--- config.mk ---
export PLATFORM = sky130hd
export DESIGN_NAME = watch_setter
export DESIGN_NICKNAME = d
export VERILOG_FILES = /design/src/rtl/watch_setter.sv
export SDC_FILE = /design/constraint.sdc
export NUM_CORES = 1
export LEC_CHECK = 0
export ABC_AREA = 1
export CORE_UTILIZATION = 33
export DETAILED_ROUTE_END_ITERATION = 10
export PLACE_DENSITY_LB_ADDON = 0.25
export SYNTH_ARGS = -nofsm -noshare
export SYNTH_HDL_FRONTEND = slang
export SYNTH_SLANG_ARGS = --single-unit
--- constraint.sdc ---
create_clock -name clk -period 6.8 [get_ports clk]
set_input_delay 1.02 -clock clk [delete_from_list [all_inputs] [get_ports clk]]
set_output_delay 1.02 -clock clk [all_outputs]
set_load 0.01 [all_outputs]
--- src/rtl/watch_setter.sv ---
// Date/time setting controller: captures live time into shadow registers, walks the
// user through each field with up/down editing, and loads the result back on commit.
module watch_setter #(
  parameter int unsigned TIMEOUT_SEC = 10
) (
  input  logic        clk,
  input  logic        rst,
  input  logic        clk1sec,
  input  logic        btn_mode,
  input  logic        btn_up,
  input  logic        btn_down,
  input  logic        btn_cancel,
  input  logic [7:0]  cur_year,
  input  logic [7:0]  cur_month,
  input  logic [7:0]  cur_day,
  input  logic [7:0]  cur_hour,
  input  logic [7:0]  cur_minute,
  input  logic [7:0]  cur_second,
  output logic        set_time,
  output logic [47:0] bin_time,
  output logic [2:0]  edit_field,
  output logic [7:0]  edit_value,
  output logic        blink
);

  localparam int unsigned CntW = (TIMEOUT_SEC > 1) ? $clog2(TIMEOUT_SEC) : 1;
  localparam logic [CntW-1:0] CntLast = CntW'(TIMEOUT_SEC - 1);

  typedef enum logic [2:0] {
    StIdle, StYear, StMonth, StDay, StHour, StMin, StSec, StCommit
  } state_e;

  state_e          state_q;
  logic [7:0]      yr_q, mo_q, dy_q, hr_q, mi_q, se_q;
  logic [CntW-1:0] cnt_q;
  logic            set_time_q;

  function automatic logic [7:0] max_day(input logic [7:0] m);
    case (m)
      8'd4, 8'd6, 8'd9, 8'd11: max_day = 8'd30;
      8'd2:                    max_day = 8'd28;
      default:                 max_day = 8'd31;
    endcase
  endfunction

  // Capture path: clamp live values into legal ranges, day against the clamped month.
  logic [7:0] cap_yr, cap_mo, cap_dy, cap_hr, cap_mi, cap_se, cap_md;
  always_comb begin
    cap_yr = (cur_year == 8'd0) ? 8'd1 : cur_year;
    cap_mo = (cur_month == 8'd0) ? 8'd1 : (cur_month > 8'd12) ? 8'd12 : cur_month;
    cap_md = max_day(cap_mo);
    cap_dy = (cur_day == 8'd0) ? 8'd1 : (cur_day > cap_md) ? cap_md : cur_day;
    cap_hr = (cur_hour > 8'd23) ? 8'd23 : cur_hour;
    cap_mi = (cur_minute > 8'd59) ? 8'd59 : cur_minute;
    cap_se = (cur_second > 8'd59) ? 8'd59 : cur_second;
  end

  // Edit path: wrap-around increment/decrement of the field selected by the state.
  logic [7:0] fmin, fmax, fcur, fnew, md_new, day_adj;
  always_comb begin
    fmin       = 8'd0;
    fmax       = 8'd0;
    fcur       = 8'd0;
    edit_field = 3'd0;
    case (state_q)
      StYear:  begin fmin = 8'd1; fmax = 8'd255;        fcur = yr_q; edit_field = 3'd1; end
      StMonth: begin fmin = 8'd1; fmax = 8'd12;         fcur = mo_q; edit_field = 3'd2; end
      StDay:   begin fmin = 8'd1; fmax = max_day(mo_q); fcur = dy_q; edit_field = 3'd3; end
      StHour:  begin fmin = 8'd0; fmax = 8'd23;         fcur = hr_q; edit_field = 3'd4; end
      StMin:   begin fmin = 8'd0; fmax = 8'd59;         fcur = mi_q; edit_field = 3'd5; end
      StSec:   begin fmin = 8'd0; fmax = 8'd59;         fcur = se_q; edit_field = 3'd6; end
      default: ;
    endcase
    if (btn_up) fnew = (fcur >= fmax) ? fmin : fcur + 8'd1;
    else        fnew = (fcur <= fmin) ? fmax : fcur - 8'd1;
    md_new  = max_day(fnew);
    day_adj = (dy_q > md_new) ? md_new : dy_q;
  end

  assign edit_value = fcur;
  // A reset landing on the commit cycle must suppress the load strobe immediately.
  assign set_time = set_time_q & ~rst;

  always_ff @(posedge clk) begin
    if (rst) begin
      state_q    <= StIdle;
      {yr_q, mo_q, dy_q, hr_q, mi_q, se_q} <= '0;
      bin_time   <= '0;
      set_time_q <= 1'b0;
      blink      <= 1'b0;
      cnt_q      <= '0;
    end else begin
      unique case (state_q)
        StIdle: begin
          set_time_q <= 1'b0;
          blink      <= 1'b0;
          cnt_q      <= '0;
          if (btn_mode) begin
            {yr_q, mo_q, dy_q, hr_q, mi_q, se_q} <= {cap_yr, cap_mo, cap_dy, cap_hr, cap_mi, cap_se};
            state_q <= StYear;
            blink   <= 1'b1;
          end
        end
        StCommit: begin
          state_q    <= StIdle;
          set_time_q <= 1'b0;
        end
        default: begin
          if (btn_cancel) begin
            state_q <= StIdle;
            blink   <= 1'b0;
            cnt_q   <= '0;
          end else if (btn_mode) begin
            cnt_q <= '0;
            if (state_q == StSec) begin
              state_q    <= StCommit;
              set_time_q <= 1'b1;
              bin_time   <= {yr_q, mo_q, dy_q, hr_q, mi_q, se_q};
              blink      <= 1'b0;
            end else begin
              state_q <= state_e'(state_q + 3'd1);
              blink   <= 1'b1;
            end
          end else if (btn_up || btn_down) begin
            cnt_q <= '0;
            blink <= 1'b1;
            if (btn_up ^ btn_down) begin
              case (state_q)
                StYear:  yr_q <= fnew;
                StMonth: begin mo_q <= fnew; dy_q <= day_adj; end
                StDay:   dy_q <= fnew;
                StHour:  hr_q <= fnew;
                StMin:   mi_q <= fnew;
                default: se_q <= fnew;
              endcase
            end
          end else if (clk1sec) begin
            if (cnt_q == CntLast) begin
              state_q <= StIdle;
              blink   <= 1'b0;
              cnt_q   <= '0;
            end else begin
              cnt_q <= cnt_q + 1'b1;
              blink <= ~blink;
            end
          end
        end
      endcase
    end
  end

endmodule

==> results of run 1 <==
-- worst paths after layout --
check,startpoint,end,slack (ns),cells past startpoint
hold reg to reg,bin_time[0],bin_time[0],0.47,2
setup / recovery,state_q[2],dy_q[1],1.42,27
hold / removal,bin_time[0],bin_time[0],0.47,2
setup reg to reg,state_q[2],dy_q[1],1.42,27
-- power groups by stage --
| stage | Clock [mW] | Sequential, mW | Combinational, mW |
|---|---|---|---|
| after detailed placement | 0 | 0.714 | 0.401 |
| after global routing | 0.561 | 0.706 | 0.457 |
| final | 0.528 | 0.702 | 0.408 |
| after global placement | 0 | 0.715 | 0.400 |
| after floorplan | 0 | 0.691 | 0.274 |
| after CTS | 0.535 | 0.700 | 0.403 |
-- logic make-up after synthesis --
family / count (synthesis) / share of synthesized area
DFF: 105 / 0.3448
AOI/OAI and AO/OA: 213 / 0.1925
and+or+nand+nor: 432 / 0.3243
xor gates and xnor gates: 3 / 0.004311
adders and majority gates: 24 / 0.04926
buffers and inverters: 119 / 0.08477
-- worst max-delay path: stages, from the launching register on --
cell and delay [ns]:
dfxtp_1 0.66, inv_4 0.17, ha_1 0.40, nand2_1 0.13, nand3_1 0.12, nor2_2 0.27, inv_1 0.19, ha_1 0.34
a21oi_1 0.17, o21a_1 0.16, nand3_1 0.14, nor2_1 0.37, nand3_1 0.13, nand2_1 0.15, inv_1 0.07, nand2_1 0.07
nand3_1 0.06, nand2_1 0.07, nand2_1 0.06, ha_1 0.27, nand2_1 0.08, nand4_1 0.08, o2111ai_1 0.21, a21oi_1 0.11
nor2_2 0.31, inv_1 0.19, a31oi_1 0.21, a21oi_1 0.09
-- sequential cells by signal, indices dropped and copies added (netlist names) --
signal      cells
bin_time       48
cnt_q           4
blink           1
yr_q            8
dy_q            8
hr_q            8
set_time_q      1
state_q         3
mi_q            8
se_q            8
mo_q            8
-- per-layer routing --
layer	routed length, um	up-vias
li1	-	3175
met1	9731	2946
met2	9201	229
met3	1273	29
met4	371	0
met5	0	-
-- cell type report --
| type | instances | share of cell area |
|---|---|---|
| clock buffers | 11 | 0.03036 |
| clock inverters | 5 | 0.008324 |
| inverters | 80 | 0.04015 |
| multi-input cells | 672 | 0.4545 |
| flip-flops and latches | 105 | 0.2742 |
| well taps | 229 | 0.03738 |
| repair buffers | 120 | 0.1551 |
-- layout by cell type (no fill, tap or decap), drive strengths merged, types with 4 or more instances in the layout --
cell type / instances
nand2: 182
nor2: 149
clkdlybuf4s50: 115
dfxtp: 105
o21ai: 98
inv: 80
a21oi: 79
nand3: 76
ha: 24
o211ai: 11
clkbuf: 11
a31oi: 9
nand4: 8
o311ai: 5
buf: 5
or2: 5
nor4: 4
nor3: 4
-- per-stage QoR --
step,cell area (um^2),utilization
after floorplan,6096,-
after global placement,7370,0.4089
after detailed placement,7370,0.4089
after CTS,7666,0.4253
after global routing,7666,0.4253
final,7666,0.4253
==> metrics, run 1 <==
fraction of registers with async set/reset=0; DRT Pass-1 Iters=7; Setup crit end kind=flip-flop; switching pwr=~560 uW; Leakage=approximately 3.4 nW; CP Data Arrival Time=around 5.6 ns; Storage cell area=roughly 2100 um^2; Synth top area share=0.3448; Clock power frac=0.322; CTS tree=done; largest net degree at the start of global routing=55; power per cell area=approximately 210 nW/um^2; Congestion Overflow GR=0; DRC violations left=0; switch share=0.3392; # clock sinks=105; Yosys cell types=42; Fin Hold WS=roughly 0.47 ns; status=finished, final reports clean; commonest register cell after synthesis=dfxtp_1; Fin. Hold Viols=0; top area cells in the synthesized netlist=dfxtp_1 34%, nand2_1 10%, o21ai_0 8.0%; clk_skew=approximately 0.014 ns; Syn Area/Cell=approximately 6.8 um^2; share of layout cells above drive strength 1=0.07855; post-placement cell count=roughly 1200; # fillers=between 1500 and 2000; total power=1.638 mW; Root Buffer=clkbuf_16; Warnings, synthesis=0; Skew-Pair Late Insertion Delay=around 0.35 ns; cell count after synthesis=896; most common cell in the netlist=nand2_1; Starting Density=0.3382; Reg power frac=0.429; EDFF count, synth=0; Comb pwr share=0.249; DR vias=approximately 6400; CTS Buffer Depth=2; Max-Cap Viols=0; Setup violations, final=0; pre-CTS WS=1.515 ns; sequential-to-total area share from yosys stat=0.3448; Top Usage Layer GRT=met2; met3 Use GR=0.03618; first-pass GRT wire length=roughly 32000 um; WS Path Type=flip-flop to flip-flop; Die Span Y=roughly 140 um; cts repair resizes=0; syn nets=around 980; drt initial violations=~440; die width=approximately 140 um; Total Wirelength=around 21000 um; Slew headroom=0.4023; cts hold-fix bufs=0; RSZ-0062 raised after global routing=no; Final min period=5.384 ns; H-tree depth=3; Multi-input gate area=3485 um^2; fin crit share=0.7918; gr usage total=0.2223; GRT met2 Usage=0.3428; Final Max Slew Viols=0; Synth-to-Final Area Change=25.76%; Peak VDD IR=113.9 uV; Critical Path Source Type=flip-flop; Int Pwr=1.083 mW; DR WL/cell=16.84 um; diode count=0; postcts setup bufs=0; Least-Margin Pin Slew=0.8965 ns; initial antenna violation count=0; Final #Nets=approximately 1100; synthesized flop and latch total=~110; Hold Path Class=flip-flop to flip-flop; WP data required=7.02 ns; hpwl dp=about 15000 um; I/O pin total=116; Synth Cell Area=6096 um^2; Vias/cell=roughly 5.2; Post-Layout Cell Count=~1200; CTS Buf Count=9; met1 global-route usage=0.3135; routability cong.=about 1; synth cell count leaders=165 x nand2_1, 130 x nor2_1, 105 x dfxtp_1; number of placement rows=around 50; Fmax=roughly 190 MHz; total die area=approximately 19000 um^2; number of global-route vias before repair=approximately 6000; setup tns final=0 ns; Setup WS post-layout=about 1.4 ns; CP Max Fanout=13; Placeable Area=between 15000 and 20000 um^2; ANT nets after route=0; PortBufs=115; Reg clk slew, reported paths=0.07 ns; area leader, netlist=dfxtp_1
Power figures use the tool's default switching activity.
==> inputs of run 2 (changes only) <==
Clock period 6.8 ns to 4.6 ns, I/O delays scaled along.
==> run 2 against run 1 <==
  * Combinational power grew 64%
  * Global-route usage grew 0.30 points
  * Sequential share of layout area shrank 1.3 points
  * Worst hold slack lost 0.0044 ns
  * Via count grew 1.2%
  * Largest power group unchanged
  * Flip-flop and latch count is the same
==> metrics, run 2 (synthesis gave the netlist of run 1 again) <==
Setup crit end kind=flip-flop; Reg power frac=0.408; CP Max Fanout=8; Setup WS post-layout=between 0.3 and 0.4 ns; Multi-input gate area=between 3000 and 4000 um^2; Vias/cell=a little over 5; Fmax=~230 MHz; Final Max Slew Viols=0; largest reg by FF count=bin_time; Congestion Overflow GR=0; Storage cell area=around 2100 um^2; Setup violations, final=0; routability cong.=0.9799; CP max stage cell=dfxtp_4; Skew-Pair Late Insertion Delay=between 0.3 and 0.4 ns; PortBufs=between 100 and 150; DR vias=~6500; Slew headroom=0.4935; Leakage=3.528 nW; Total Wirelength=21240 um; CP delay by family, top=simple AND/OR/NAND/NOR gates; total die area=between 15000 and 20000 um^2; clk_skew=between 0.005 and 0.006 ns; WP data required=a little under 5 ns; Peak VDD IR=roughly 190 uV; Synth-to-Final Area Change=32.25%; ANT nets after route=0; Comb pwr share=0.263; Starting Density=0.3382; switch share=0.3312; Root Buffer=clkbuf_16; DRC violations left=0; post-placement cell count=between 1000 and 1500; Final min period=between 4 and 5 ns; power per cell area=315.3 nW/um^2; WS Path Type=flip-flop to flip-flop; drt initial violations=around 500; Fin. Hold Viols=0; share of layout cells above drive strength 1=0.1287; Buf/Inv on CP=4; Hold Path Class=flip-flop to flip-flop; crit-path max cell delay=0.38 ns; first-pass GRT wire length=approximately 32000 um; # fillers=roughly 1900; Clock power frac=0.329; Critical Path Source Type=flip-flop; Least-Margin Pin Slew=between 0.7 and 0.8 ns; number of placement rows=between 40 and 50; cell with the most instances on the worst path=nand2_1; commonest non-fill, non-tap cell in the layout=nand2_1; RSZ-0062 raised after global routing=no; I/O pin total=116; gr usage total=0.2253; CP Data Arrival Time=4.51 ns; Reg clk slew, reported paths=0.07 ns; switching pwr=between 800 and 900 uW; fin crit share=0.9275; number of global-route vias before repair=between 5000 and 6000; Int Pwr=~1.7 mW; DRT Pass-1 Iters=5; diode count=0; CTS Buf Count=9; initial antenna violation count=0; CTS Buffer Depth=2; pre-CTS WS=-0.05916 ns; hpwl dp=15670 um; CTS tree=done; Die Span Y=137.9 um; max reg flops=between 40 and 50; Post-Layout Cell Count=approximately 1200; die width=137.9 um; status=finished, final reports clean; Max-Cap Viols=0; commonest cells after routing, fill and taps aside=162 x nand2_1, 121 x nor2_1, 115 x clkdlybuf4s50_1; DR WL/cell=approximately 17 um; largest net degree at the start of global routing=75; # clock sinks=around 110; Placeable Area=between 15000 and 20000 um^2; Final #Nets=around 1100; H-tree depth=3
run 2: cell types whose count changed in the layout (fill, tap and decap cells not counted), sizes merged:
cell	delta
buf	+25
clkbuf	+2
clkinv	-1
inv	-1
run 2: worst register-to-register path, delay by kind of cell (launching register included):
family / cells / cell delay (ns)
compound gates: 5 / 0.67
flops: 1 / 0.38
fa+ha+maj: 3 / 0.77
simple gates: 17 / 1.79
buf+inv: 4 / 0.56
run 2: cell type report:
type | instances | area share
multi-input cells | 672 | 0.4493
flip-flops and latches | 105 | 0.2617
repair buffers | 145 | 0.1748
inverters | 80 | 0.03818
well taps | 229 | 0.03554
clock buffers | 13 | 0.03477
clock inverters | 3 | 0.005743
run 2: path summary, 6_finish.rpt:
check                                 start           to  slack (ns)  depth (start not counted)
worst min register to register  bin_time[1]  bin_time[1]        0.46                          2
worst max-delay path             state_q[1]      dy_q[0]        0.33                         29
worst max register to register   state_q[1]      dy_q[0]        0.33                         29
worst min-delay path            bin_time[1]  bin_time[1]        0.46                          2
run 2: power by group through the flow:
stage               registers [mW]  logic, mW  clock network (mW)
global route                  1.04      0.741               0.889
CTS                           1.03      0.617               0.844
finish                        1.04      0.670               0.835
detailed placement            1.05      0.614                   0
global placement              1.06      0.618                   0
floorplan                     1.02      0.405                   0
run 2: through the flow:
step	total power, mW	area [um^2]	TNS, ns	hold slack (ns)	util
floorplan	1.426	6096	0	0.4519	-
global placement	1.675	7490	0	0.4495	0.4155
detailed placement	1.668	7490	-0.1573	0.4560	0.4155
CTS	2.494	7821	0	0.4665	0.4339
global route	2.672	8061	0	0.4824	0.4472
finish	2.541	8061	0	0.4616	0.4472
run 2: routing by layer:
metal	global-route usage	vias to the layer above	wire [um]
li1	-	3231	-
met3	0.04678	35	1261
met5	0	-	0
met2	0.3422	213	9386
met1	0.3096	2974	9930
met4	0.08877	0	663
run 2: timing repair:
action | in CTS | in global routing
resized for setup | 2 | 44
hold buffers | 0 | 0
endpoints found under the setup margin | 7 | 8
buffers inserted | 0 | 9
pin swaps | 0 | 15
==> inputs of run 3 (changes only) <==
Settings changed: CELL_PAD_IN_SITES_DETAIL_PLACEMENT set to 1, CELL_PAD_IN_SITES_GLOBAL_PLACEMENT set to 2, CORE_UTILIZATION 33 to 26, MAX_ROUTING_LAYER set to met4, PLACE_DENSITY_LB_ADDON 0.25 to 0.2.
==> run 3 against run 2 <==
  * Final area up 0.37%
  * Combinational power up 3%
  * Die area up 27%
  * First-iteration DRC count down 44%
  * Sequential share of layout area down 0.16 points
  * Cell count up 7.1%
  * Critical path type unchanged
  * Worst hold slack better by 0.0037 ns
  * Via count unchanged
==> metrics, run 3 (synthesis gave the netlist of run 1 again) <==
largest reg by FF count=bin_time; Leakage=around 3.5 nW; Least-Margin Pin Slew=0.7986 ns; Congestion Overflow GR=0; Setup crit start=state_q[0]; number of global-route vias before repair=about 6600; die width=~160 um; FF-to-FF Start=state_q[0]; commonest non-fill, non-tap cell in the layout=nand2_1; H-tree depth=3; total die area=approximately 24000 um^2; Final #Nets=1097; Total Wirelength=24820 um; power per cell area=between 300 and 400 nW/um^2; initial antenna violation count=0; Final Max Slew Viols=0; Setup WS post-layout=between 0.3 and 0.4 ns; WP data required=4.88 ns; CTS Buffer Depth=2; DR WL/cell=approximately 19 um; Fmax=roughly 230 MHz; CTS Buf Count=9; CTS tree=done; fin crit share=0.9272; post-placement cell count=1313; first-pass GRT wire length=between 30000 and 40000 um; Setup crit end kind=flip-flop; Max-Cap Viols=0; Vias/cell=4.830; Starting Density=0.2668; Slew headroom=0.4656; DRT Pass-1 Iters=4; # clock sinks=105; Hold Path Class=flip-flop to flip-flop; pre-CTS WS=between 0.06 and 0.07 ns; gr usage total=0.2188; diode count=0; Setup violations, final=0; share of layout cells above drive strength 1=0.1241; Final min period=roughly 4.3 ns; WS Path Type=flip-flop to flip-flop; Synth-to-Final Area Change=32.74%; Placeable Area=22850 um^2; CP Data Arrival Time=between 4 and 5 ns; uppermost layer routed=met4; routability cong.=0.8740; largest net degree at the start of global routing=around 70; M1 WL=12440 um; Peak VDD IR=154.3 uV; clk_skew=roughly 0.016 ns; CP Max Fanout=11; crit-path max cell delay=about 0.36 ns; status=finished, final reports clean; met3 wire len=about 870 um; Critical Path Source Type=flip-flop; PortBufs=between 100 and 150; CP max stage cell=dfxtp_2; Hold Crit Start=bin_time[4]; DR vias=roughly 6500; cell with the most instances on the worst path=nand2_1; ANT nets after route=0; Reg clk slew, reported paths=about 0.080 ns; I/O pin total=about 120; Post-Layout Cell Count=between 1000 and 1500; Root Buffer=clkbuf_16; hpwl dp=about 19000 um; DRC violations left=0; Fin Hold WS=0.4653 ns; max reg flops=48; Die Span Y=around 160 um; Fin. Hold Viols=0; commonest cells after routing, fill and taps aside=163 x nand2_1, 123 x nor2_1, 115 x clkdlybuf4s50_1; number of placement rows=55; Met2 Routed Length=roughly 11000 um; drt initial violations=between 200 and 300; Skew-Pair Late Insertion Delay=between 0.3 and 0.4 ns
-- run 3: layout make-up --
type / instances / area, um^2
fill: 2901 / 14760
multi-input combinational: 672 / 3577
sequential: 105 / 2105
timing repair buffer: 150 / 1421
tap: 313 / 391.6
inverter: 80 / 307.8
clock buffer: 10 / 229.0
clock inverter: 6 / 60.06
-- run 3: per-stage QoR --
step	cell area [um^2]	total power, mW	utilization	setup TNS, ns
final	8092	2.516	0.3542	0
after global routing	8092	2.662	0.3542	-0.002460
after CTS	7936	2.508	0.3474	0
after detailed placement	7647	1.716	0.3347	0
after global placement	7647	1.717	0.3347	0
after floorplan	6096	1.426	-	0
-- run 3: routing by layer --
layer / global-route usage / vias to the layer above
met5: - / -
met4: 0.07544 / 0
met3: 0.03092 / 39
met2: 0.3320 / 148
met1: 0.2961 / 3029
li1: - / 3237
-- run 3: critical path, delay by kind of cell, from the launching register on --
kind	cells	cell delay, ns
flops	1	0.36
compound gates	5	0.72
buf+inv	4	0.56
fa+ha+maj	3	0.78
simple gates	17	1.76
-- run 3: worst paths after layout --
path / to / cells after the start / slack (ns)
max reg2reg: dy_q[2] / 29 / 0.33
max: dy_q[2] / 29 / 0.33
min: bin_time[4] / 2 / 0.47
min reg2reg: bin_time[4] / 2 / 0.47
-- run 3: where the power goes --
part | leakage, nW | switching (mW) | internal [mW] | total [mW]
clock network | 0.134 | 0.400 | 0.381 | 0.781
logic | 2.54 | 0.437 | 0.250 | 0.687
registers | 0.856 | 0.0820 | 0.966 | 1.05
total | 3.53 | 0.919 | 1.60 | 2.52
-- run 3: timing repair --
| action | CTS | global route |
|---|---|---|
| hold buffers | 0 | 0 |
| setup buffers | 0 | 7 |
| resized for setup | 0 | 28 |
| endpoints found under the setup margin | 0 | 8 |
